`src/rtl/spi_master_multi.sv`:
```
// Parametrised SPI master: DATA_W-bit words, NUM_SS active-low selects, per-transfer CPOL/CPHA.
// Optional macro SPI_LSB_FIRST_EN adds a latched lsb_first input; otherwise transfers are MSB first.
module spi_master_multi #(
    parameter int DATA_W  = 8,
    parameter int NUM_SS  = 2,
    parameter int CLK_DIV = 4,
    localparam int SS_W   = (NUM_SS > 1) ? $clog2(NUM_SS) : 1
) (
    input  logic              clk_clk,
    input  logic              reset_reset,
    input  logic              start,
    input  logic [DATA_W-1:0] tx_data,
    input  logic [SS_W-1:0]   ss_sel,
    input  logic              cpol,
    input  logic              cpha,
`ifdef SPI_LSB_FIRST_EN
    input  logic              lsb_first,
`endif
    output logic              busy,
    output logic              done,
    output logic [DATA_W-1:0] rx_data,
    output logic              spi_SCLK,
    output logic              spi_MOSI,
    input  logic              spi_MISO,
    output logic [NUM_SS-1:0] spi_SS_n
);

    localparam int DIV_W  = (CLK_DIV > 1) ? $clog2(CLK_DIV) : 1;
    localparam int HALF_W = $clog2(2 * DATA_W);

    typedef enum logic [2:0] {
        S_IDLE,
        S_SETUP,
        S_XFER,
        S_HOLD,
        S_DONE
    } state_t;

    state_t              state_reg, state_next;
    logic [DIV_W-1:0]    div_cnt_reg;
    logic [HALF_W-1:0]   half_cnt_reg;
    logic                cpol_reg, cpha_reg;
    logic                sclk_reg, mosi_reg;
    logic [NUM_SS-1:0]   ss_n_reg;
    logic [DATA_W-1:0]   tx_sh_reg, rx_sh_reg, rx_data_reg;
    logic                lsb_in, lsb_reg;

    logic                accept;
    logic                counting;
    logic                div_end, half_last;
    logic                leading, sample_edge, shift_edge;
    logic [NUM_SS-1:0]   ss_dec;
    logic [DATA_W-1:0]   rx_shift_in;

    function automatic logic head_bit(input logic [DATA_W-1:0] w, input logic lsb);
        return lsb ? w[0] : w[DATA_W-1];
    endfunction

    function automatic logic [DATA_W-1:0] drop_head(input logic [DATA_W-1:0] w, input logic lsb);
        return lsb ? (w >> 1) : (w << 1);
    endfunction

    // An out-of-range index matches no slave, so every select stays high.
    genvar gi;
    generate
        for (gi = 0; gi < NUM_SS; gi++) begin : g_ss_dec
            assign ss_dec[gi] = (ss_sel != SS_W'(gi));
        end
    endgenerate

`ifdef SPI_LSB_FIRST_EN
    assign lsb_in = lsb_first;
    always_ff @(posedge clk_clk or posedge reset_reset) begin
        if (reset_reset) begin
            lsb_reg <= 1'b0;
        end else if (accept) begin
            lsb_reg <= lsb_first;
        end
    end
`else
    assign lsb_in  = 1'b0;
    assign lsb_reg = 1'b0;
`endif

    assign div_end   = (div_cnt_reg == DIV_W'(CLK_DIV - 1));
    assign half_last = (half_cnt_reg == HALF_W'(2 * DATA_W - 1));
    assign counting  = (state_reg == S_SETUP) || (state_reg == S_XFER) || (state_reg == S_HOLD);

    // Even half-period indices end on a leading edge. The final trailing edge of a
    // CPHA=0 transfer does not shift, so MOSI keeps the last data bit afterwards.
    assign leading     = ~half_cnt_reg[0];
    assign sample_edge = leading ^ cpha_reg;
    assign shift_edge  = cpha_reg ? leading : (~leading & ~half_last);
    assign rx_shift_in = lsb_reg ? {spi_MISO, rx_sh_reg[DATA_W-1:1]}
                                 : {rx_sh_reg[DATA_W-2:0], spi_MISO};

    always_ff @(posedge clk_clk or posedge reset_reset) begin
        if (reset_reset) begin
            state_reg <= S_IDLE;
        end else begin
            state_reg <= state_next;
        end
    end

    always_comb begin
        state_next = state_reg;
        accept     = 1'b0;
        case (state_reg)
            S_IDLE: begin
                if (start) begin
                    accept     = 1'b1;
                    state_next = S_SETUP;
                end
            end
            S_SETUP: if (div_end) state_next = S_XFER;
            S_XFER:  if (div_end && half_last) state_next = S_HOLD;
            S_HOLD:  if (div_end) state_next = S_DONE;
            S_DONE:  state_next = S_IDLE;
            default: state_next = S_IDLE;
        endcase
    end

    always_ff @(posedge clk_clk or posedge reset_reset) begin
        if (reset_reset) begin
            div_cnt_reg  <= '0;
            half_cnt_reg <= '0;
            cpol_reg     <= 1'b0;
            cpha_reg     <= 1'b0;
            sclk_reg     <= 1'b0;
            mosi_reg     <= 1'b0;
            ss_n_reg     <= '1;
            tx_sh_reg    <= '0;
            rx_sh_reg    <= '0;
            rx_data_reg  <= '0;
        end else if (accept) begin
            div_cnt_reg  <= '0;
            half_cnt_reg <= '0;
            cpol_reg     <= cpol;
            cpha_reg     <= cpha;
            sclk_reg     <= cpol;
            ss_n_reg     <= ss_dec;
            rx_sh_reg    <= '0;
            // CPHA=0 presents the first bit for the whole setup period.
            if (!cpha) begin
                mosi_reg  <= head_bit(tx_data, lsb_in);
                tx_sh_reg <= drop_head(tx_data, lsb_in);
            end else begin
                tx_sh_reg <= tx_data;
            end
        end else if (counting) begin
            div_cnt_reg <= div_end ? '0 : div_cnt_reg + DIV_W'(1);
            if ((state_reg == S_XFER) && div_end) begin
                half_cnt_reg <= half_last ? '0 : half_cnt_reg + HALF_W'(1);
                sclk_reg     <= half_last ? cpol_reg : ~sclk_reg;
                if (sample_edge) begin
                    rx_sh_reg <= rx_shift_in;
                end
                if (shift_edge) begin
                    mosi_reg  <= head_bit(tx_sh_reg, lsb_reg);
                    tx_sh_reg <= drop_head(tx_sh_reg, lsb_reg);
                end
            end
            // Leaving HOLD: release selects and publish the word for the done cycle.
            if ((state_reg == S_HOLD) && div_end) begin
                ss_n_reg    <= '1;
                rx_data_reg <= rx_sh_reg;
            end
        end
    end

    assign busy     = (state_reg != S_IDLE);
    assign done     = (state_reg == S_DONE);
    assign rx_data  = rx_data_reg;
    assign spi_SCLK = sclk_reg;
    assign spi_MOSI = mosi_reg;
    assign spi_SS_n = ss_n_reg;

endmodule

```
`config.mk`:
```
export PLATFORM = sky130hd
export DESIGN_NAME = spi_master_multi
export DESIGN_NICKNAME = d
export VERILOG_FILES = /design/src/rtl/spi_master_multi.sv
export SDC_FILE = /design/constraint.sdc
export NUM_CORES = 1
export LEC_CHECK = 0
export ABC_AREA = 1
export BUFFER_PORTS_ARGS = -buffer_cell sky130_fd_sc_hd__clkbuf_2
export CAP_MARGIN = 20
export CORE_ASPECT_RATIO = 0.7
export CORE_MARGIN = 3
export CORE_UTILIZATION = 40
export CTS_CLUSTER_SIZE = 12
export DETAILED_ROUTE_END_ITERATION = 8
export PLACE_DENSITY = 0.64
export SLEW_MARGIN = 20
export SYNTH_ARGS = -nofsm -noshare
export SYNTH_HDL_FRONTEND = slang
export SYNTH_SLANG_ARGS = --single-unit
```
`constraint.sdc`:
```
create_clock -name clk_clk -period 1.6 [get_ports clk_clk]
set_input_delay 0.24 -clock clk_clk [delete_from_list [all_inputs] [get_ports clk_clk]]
set_output_delay 0.24 -clock clk_clk [all_outputs]
set_load 0.02 [all_outputs]
```
After elaboration in Yosys (flattened, before gate mapping)
Index checks and enable logic that the tools add are counted.
{ "totals": {"out_inout_bits": 14, "reg_bits": 39, "wordCells": 86} }
{ "op_classes": {"add_sub_neg": 2, "eq_ne": 11, "n_bitwise": 7, "mux": 36, "reduce_logical": 19} }
{ "op_table": {"columns": ["op", "count"], "rows": [
  ["$mux 8", 9],
  ["$mux 4", 4],
  ["$mux 1", 12],
  ["$mux 2", 6],
  ["$mux 3", 4],
  ["$pmux 3 s4", 1],
  ["$ne 2x2->1 const B", 5],
  ["$reduce_bool 2->1", 5],
  ["$reduce_and 3->1", 3],
  ["$reduce_and 4->1", 2],
  ["$eq 3x2->1 const B", 2],
  ["$not 1->1", 5],
  ["$add 4x1->4 const B", 1],
  ["$eq 4x4->1 const B", 1],
  ["$reduce_and 2->1", 2],
  ["$eq 3x1->1 const B", 1],
  ["$eq 3x3->1 const B", 1],
  ["$logic_and 1x1->1", 3],
  ["$logic_not 3->1", 1],
  ["$reduce_bool 3->1", 1],
  ["$add 2x1->2 const B", 1],
  ["$eq 2x2->1 const B", 1],
  ["$logic_or 1x1->1", 2],
  ["$and 1x1->1", 1],
  ["$xor 1x1->1", 1]
]} }

Longest topological paths before layout
Gate-level depths: netlist (run 1).
{ "depth": {"ltp_word": 8, "depth_mapped": 8, "ltp_nobuf": 7} }

Worst setup path after synthesis (run 1)
No wires, ideal clock.
{ "synth_path": {"kind": "register -> register", "startpoint": "register half_cnt_reg[0]", "endpoint": "register tx_sh_reg[0]", "setup_ns": 0.126, "path_stages_with_launch": 8, "path_slack_ns": 0.213, "path_buffers": 0, "required_time_ns": 1.474, "t_arrival_ns": 1.261, "period_less_slack_ns": 1.387, "path_cell_list": "dfrtp_1 -> ha_1 -> nand3_1 -> nand2_1 -> nand3_2 -> nand2_1 -> nand2_1 -> o21ai_0"} }
{ "synth_via": {"elab_chain_cells": 6, "elab_cells_between_ends": 7} }
{ "synth_rtl": {"columns": ["item", "line", "source"], "rows": [
  ["start, declared", "41", "logic [HALF_W-1:0] half_cnt_reg;"],
  ["start signal, assigned", "153", "half_cnt_reg <= half_last ? '0 : half_cnt_reg + HALF_W'(1);"],
  ["$eq 4x4->1", "86", "assign half_last = (half_cnt_reg == HALF_W'(2 * DATA_W - 1));"],
  ["$not 1->1", "93", "assign shift_edge = cpha_reg ? leading : (~leading & ~half_last);"],
  ["$and 1x1->1", "93", null],
  ["$mux 1 *", "93", null],
  ["$reduce_bool 2->1 (no line) *", null, null],
  ["$reduce_and 3->1 (no line) *", null, null],
  ["end signal, assigned", "146", "tx_sh_reg <= drop_head(tx_data, lsb_in);"],
  ["end signal, assigned", "148", "tx_sh_reg <= tx_data;"],
  ["end signal, assigned", "160", "tx_sh_reg <= drop_head(tx_sh_reg, lsb_reg);"],
  ["end, declared", "45", "logic [DATA_W-1:0] tx_sh_reg, rx_sh_reg, rx_data_reg;"]
]} }
Every way passes the cells marked *; elsewhere a longest branch is shown, timed or not.
A chain may end at the register's enable or synchronous reset.

Worst setup path in the final report (run 1)
{ "layout_path": {"startpoint": "register state_reg[0]", "endpoint": "output busy"} }
{ "layout_via": {"elab_chain_cells": 1} }
{ "layout_rtl": {"columns": ["item", "line", "source"], "rows": [
  ["start, declared", "39", "state_t state_reg, state_next;"],
  ["start signal, assigned", "101", "state_reg <= state_next;"],
  ["$reduce_bool 3->1", "171", "assign busy = (state_reg != S_IDLE);"],
  ["end, declared", "19", "output logic busy,"]
]} }
Every way passes these cells.

==> flow_summary.json, run 1 <==
{
  "grt_max_degree": 40,
  "dr.pass1.iters": 4,
  "status": "finished clean",
  "cts_max_level": 2,
  "cpPeakStageDelay_ns": 0.45,
  "path_clk_slew_ns": 0.08,
  "cts_hold_buf": 0,
  "rsz0062_at_grt": "no",
  "ir_worst_vdd_uv": 310,
  "crit_fanout": 5,
  "period_share_pct": 94.4,
  "fin_crit_ns": 1.51,
  "syn_to_final_growth_pct": 18.5,
  "synth_cell_types": 25,
  "skew_ns": 0.00854,
  "final_antenna_net_count": 0,
  "tns_ns": 0,
  "cts_tree": "built",
  "ys_seq_area_share_pct": 50.7,
  "slew_viol_final": 0,
  "diodes": 0,
  "ys_warn_count": 0,
  "cp_slowest_cell": "dfrtp_2",
  "cp.arrival_ns": 1.27,
  "final_util_pct": 50.8,
  "worst_hold_slack_ns": 0.0288,
  "nets": 299,
  "place.gp.congestion": 0.779,
  "finalHoldViolCount": 0,
  "synth_cells": 243,
  "io_pins": 29,
  "numCtsBuffers": 5,
  "die_area_sq_mm": 0.00571,
  "routed_via_density": 4.79,
  "maxCapViolations": 0,
  "drive_gt1_share_pct": 22.3,
  "hpwl_um": 2880,
  "port_buffers": 28,
  "placed_area_sq_mm": 0.00215,
  "wl_per_cell_um": 11.7,
  "gr-total-overflow": 0,
  "core_area_sq_mm": 0.00450,
  "path_cells": "inv_1 -> nand2_2 -> nor2_2 -> inv_1 -> clkbuf_2",
  "setup_viol": 0,
  "max_slew_margin_pct": 67.6,
  "rows": 20,
  "startpoint_type": "flop",
  "critPathMostFrequentCell": "inv_1",
  "path_class": "flop to primary output",
  "dieHeight_um": 64.1,
  "die_w_um": 89.0,
  "clock_sinks": 39,
  "drtIter0Drc": 69,
  "num_vias": 1620,
  "p_leak_uw": 0.00125,
  "cts_root_buf": "clkbuf_8",
  "fin_area_sq_mm": 0.00229,
  "grt_antenna_before_repair": 0,
  "clk_latency_ns": 0.29,
  "worstPathRequired_ns": 1.36,
  "fmaxAchievable_mhz": 662,
  "synth_seq_cells": 39,
  "finalPower_uw": 1890,
  "grt_pass1_wl_um": 6930,
  "hold_path.class": "input port to asynchronous set/reset pin",
  "syn_area_per_cell_sq_um": 7.94,
  "end_kind": "primary output",
  "cts_buffer_depth": 2,
  "syn-cell-area_sq_mm": 0.00193,
  "grt_use_total_pct": 15.7,
  "initial_utilization_pct": 42.9,
  "syn-num-nets": 260,
  "drc": 0,
  "grt_pass1_vias": 1538,
  "finalWirelength_um": 3970,
  "power_density_mw_per_mm2": 826,
  "tightest_slew_ns": 0.485
}
cell type report:
cell class	instances	area (sq um)
flip-flops and latches	39	980
inverters	21	78.8
repair buffers	39	223
well taps	55	68.8
fillers	458	2220
clock buffers	5	68.8
multi-input cells	176	826
clock inverters	3	43.8
report_power, final:
part / switching (uW) / internal [uW] / leakage [uW]
Clock: 358 / 464 / 0.0000581
Sequential: 4.12 / 993 / 0.000488
Combinational: 46.5 / 23.8 / 0.000707
kinds of logic after synthesis:
family | Yosys count | synth area share, %
xor gates and xnor gates | 1 | 0.454
DFF | 39 | 50.7
and+or+nand+nor | 139 | 31.1
AOI/OAI and AO/OA | 34 | 9.27
adders and majority gates | 2 | 1.30
buffers and inverters | 28 | 7.19
worst max-delay path: cells and delay by family, from the launching register on:
| kind | cells | cell delay [ns] |
|---|---|---|
| AND/OR/NAND/NOR | 2 | 0.23 |
| flip-flops | 1 | 0.45 |
| buffers and inverters | 3 | 0.29 |
cells in the mapped netlist (all sizes together):
library cell	count	share of area (%)
nand3b	1	0.39
ha	2	1.3
a22oi	1	0.39
inv	21	4.1
nor2	11	2.9
o21ai	23	6.2
nor3	1	0.26
dfrtp	37	48
nand2	100	19
dfstp	2	2.7
nand3	23	7.1
clkbuf	1	0.19
nand4	3	0.97
a21oi	9	2.3
buf	6	2.9
o21a	1	0.39
xor2	1	0.45
metrics by stage:
stage / std cells / setup WS (ns)
6_report: 338 / 0.0900
4_1_cts: 337 / 0.0355
3_5_place_dp: 329 / 0.0955
3_3_place_gp: 329 / 0.148
2_1_floorplan: 243 / 0.213
5_1_grt: 338 / 0.00712
cells in the final DEF (no fill, tap or decap), types with 5 or more instances in the layout:
cell type / netlist / final
clkbuf_2: 0 / 28
buf_4: 4 / 11
nand3_1: 20 / 19
a21oi_1: 9 / 9
dfrtp_1: 37 / 36
nand2_1: 100 / 98
nor2_1: 9 / 8
clkbuf_8: 0 / 5
inv_1: 19 / 18
o21ai_0: 21 / 20
final timing paths:
| check | from | endpoint | slack, ns | depth (start not counted) |
|---|---|---|---|---|
| min | reset_reset | rx_data[7]$_DFFE_PP0P_ | 0.03 | 3 |
| max reg2reg | div_cnt_reg[0]$_DFFE_PP0P_ | half_cnt_reg[0]$_DFFE_PP0P_ | 0.15 | 7 |
| max | state_reg[0]$_DFFE_PP0P_ | busy | 0.09 | 5 |
| max in group asynchronous | reset_reset | state_reg[0]$_DFFE_PP0P_ | 1.20 | 3 |
| min in group clk_clk | ss_sel | spi_SS_n[1]$_DFFE_PP1P_ | 0.10 | 2 |
| min reg2reg | rx_sh_reg[3]$_DFFE_PP0P_ | rx_data[3]$_DFFE_PP0P_ | 0.47 | 2 |
what timing repair did:
action / CTS / global route
gates cloned: 0 / 0
gates resized for setup: 1 / 6
pin swaps: 0 / 1
setup endpoints to repair: 1 / 11
buffers inserted: 0 / 1
routing by layer:
layer	vias to the layer above	track usage [%]	wire length [um]	part of all wire, %
met5	-	0	0	0
met4	0	5.02	27	0.68
met3	4	4.25	202	5.1
met2	40	21.5	1530	39
met1	718	23.9	2210	56
li1	858	-	-	-
Power figures use the tool's default switching activity.
==> inputs of run 2 (changes only) <==
clock period = 1.4 ns   (was 1.6 ns; I/O delays follow)
==> run 2 against run 1 <==
Net effect:
- the flow now finishes with violations (negative setup slack)
- sequential share of layout area down 4.6 points
- via count up 6.2%
- final area up 12%
- routed wire length up 13%
- setup slack worse by 0.12 ns
- largest cell class unchanged
- highest routed layer unchanged
==> flow_summary.json, run 2 (synthesized netlist as in run 1, its figures left out) <==
{
  "status": "finished, violations left",
  "violations": "negative setup slack",
  "hold_path.class": "input port to flop",
  "finalHoldViolCount": 0,
  "grt_use_total_pct": 17.3,
  "num_vias": 1721,
  "die_area_sq_mm": 0.00571,
  "final_cell_mix": "nand2_1 (95), dfrtp_1 (36), clkbuf_2 (26), nand3_1 (18), o21ai_0 (16)",
  "fin_crit_ns": 1.43,
  "cts_root_buf": "clkbuf_8",
  "period_share_pct": 102,
  "io_pins": 29,
  "initial_utilization_pct": 42.9,
  "slew_viol_final": 0,
  "drive_gt1_share_pct": 32.6,
  "cts_tree": "built",
  "ir_worst_vdd_uv": 376,
  "wl_per_cell_um": 12.7,
  "path_class": "flop to primary output",
  "setup_viol": 3,
  "diodes": 0,
  "fmaxAchievable_mhz": 702,
  "worst_hold_slack_ns": 0.0828,
  "p_leak_uw": 0.00136,
  "grt_pass1_vias": 1613,
  "final_common_cell": "nand2_1",
  "place.gp.congestion": 0.806,
  "clock_sinks": 39,
  "drtIter0Drc": 45,
  "cp.arrival_ns": 1.22,
  "syn_to_final_growth_pct": 32.9,
  "die_w_um": 89.0,
  "max_slew_margin_pct": 78.2,
  "grt_antenna_before_repair": 0,
  "finalPower_uw": 2190,
  "gr-total-overflow": 0,
  "end_kind": "primary output",
  "filler_cell_count": 409,
  "dieHeight_um": 64.1,
  "routed_via_density": 4.88,
  "core_area_sq_mm": 0.00450,
  "clk_latency_ns": 0.29,
  "grt_pass1_wl_um": 7590,
  "setup_slack_ns": -0.0255,
  "cts_buffer_depth": 2,
  "path_clk_slew_ns": 0.07,
  "nets": 314,
  "worst-r2r-cell-count": 8,
  "startpoint_type": "flop",
  "tightest_slew_ns": 0.326,
  "grt_max_degree": 34,
  "crit_fanout": 2,
  "maxCapViolations": 0,
  "power_density_mw_per_mm2": 854,
  "final_antenna_net_count": 0,
  "numCtsBuffers": 5,
  "dr.pass1.iters": 4,
  "rows": 20,
  "drc": 0,
  "worstPathRequired_ns": 1.19,
  "rsz0062_at_grt": "yes",
  "cts_max_level": 2,
  "min_path_cells": 2,
  "finalWirelength_um": 4500,
  "skew_ns": 0.00415,
  "port_buffers": 28,
  "hpwl_um": 3150
}
## run 2: repair_timing
action	CTS	global route
setup endpoints to repair	4	36
buffers inserted	7	1
pin swaps	2	5
resized for setup	13	45
hold buffers	1	0
cloned	0	1
hold endpoints to repair	5	0
## run 2: path summary, 6_finish.rpt
kind | startpoint | endpoint | slack (ns)
setup / recovery | state_reg[0]$_DFFE_PP0P_ | busy | -0.03
hold / removal | ss_sel | spi_SS_n[1]$_DFFE_PP1P_ | 0.08
setup reg to reg | state_reg[0]$_DFFE_PP0P_ | rx_sh_reg[3]$_DFFE_PP0P_ | -0.01
hold reg to reg | rx_sh_reg[4]$_DFFE_PP0P_ | rx_data[4]$_DFFE_PP0P_ | 0.47
max in group asynchronous | reset_reset | spi_SS_n[0]$_DFFE_PP1P_ | 0.47
min in group asynchronous | reset_reset | half_cnt_reg[3]$_DFFE_PP0P_ | 0.39
## run 2: power by group
group,leakage (uW),switching (uW),total [uW],internal (uW)
combinational,0.000812,59.9,96.0,36.0
sequential,0.000489,4.37,1140,1130
clock,0.0000612,378,955,576
total,0.00136,442,2190,1750
## run 2: worst max-delay path, stage by stage (launching register included)
cell and delay, ns:
dfrtp_1 0.41, buf_6 0.14, inv_6 0.06, nand2_4 0.05, nor2_4 0.10, inv_2 0.05, buf_8 0.12
## run 2: per-stage QoR
step	cells	setup TNS [ns]	area [sq um]	worst slack, ns	util (%)
floorplan	243	0	1930	0.0126	-
global placement	336	-0.0383	2220	-0.0302	49.3
detailed placement	336	-0.00789	2220	-0.00789	49.3
CTS	351	-0.0444	2420	-0.0444	53.8
global route	353	-0.733	2560	-0.0766	56.9
finish	353	-0.0337	2560	-0.0255	56.9
## run 2: layout make-up
cell class	instances	area [sq um]	share of cell area [%]
clock buffers	6	82.6	3.22
clock inverters	2	35.0	1.37
inverters	21	88.8	3.46
multi-input cells	176	908	35.4
flip-flops and latches	39	980	38.2
well taps	55	68.8	2.68
repair buffers	54	402	15.7
## run 2: routing by layer
layer / GRT usage [%] / vias up / wire (um)
li1: - / 895 / -
met1: 26.5 / 780 / 2360
met2: 23.3 / 37 / 1840
met3: 4.64 / 9 / 225
met4: 5.58 / 0 / 77
met5: 0 / - / 0
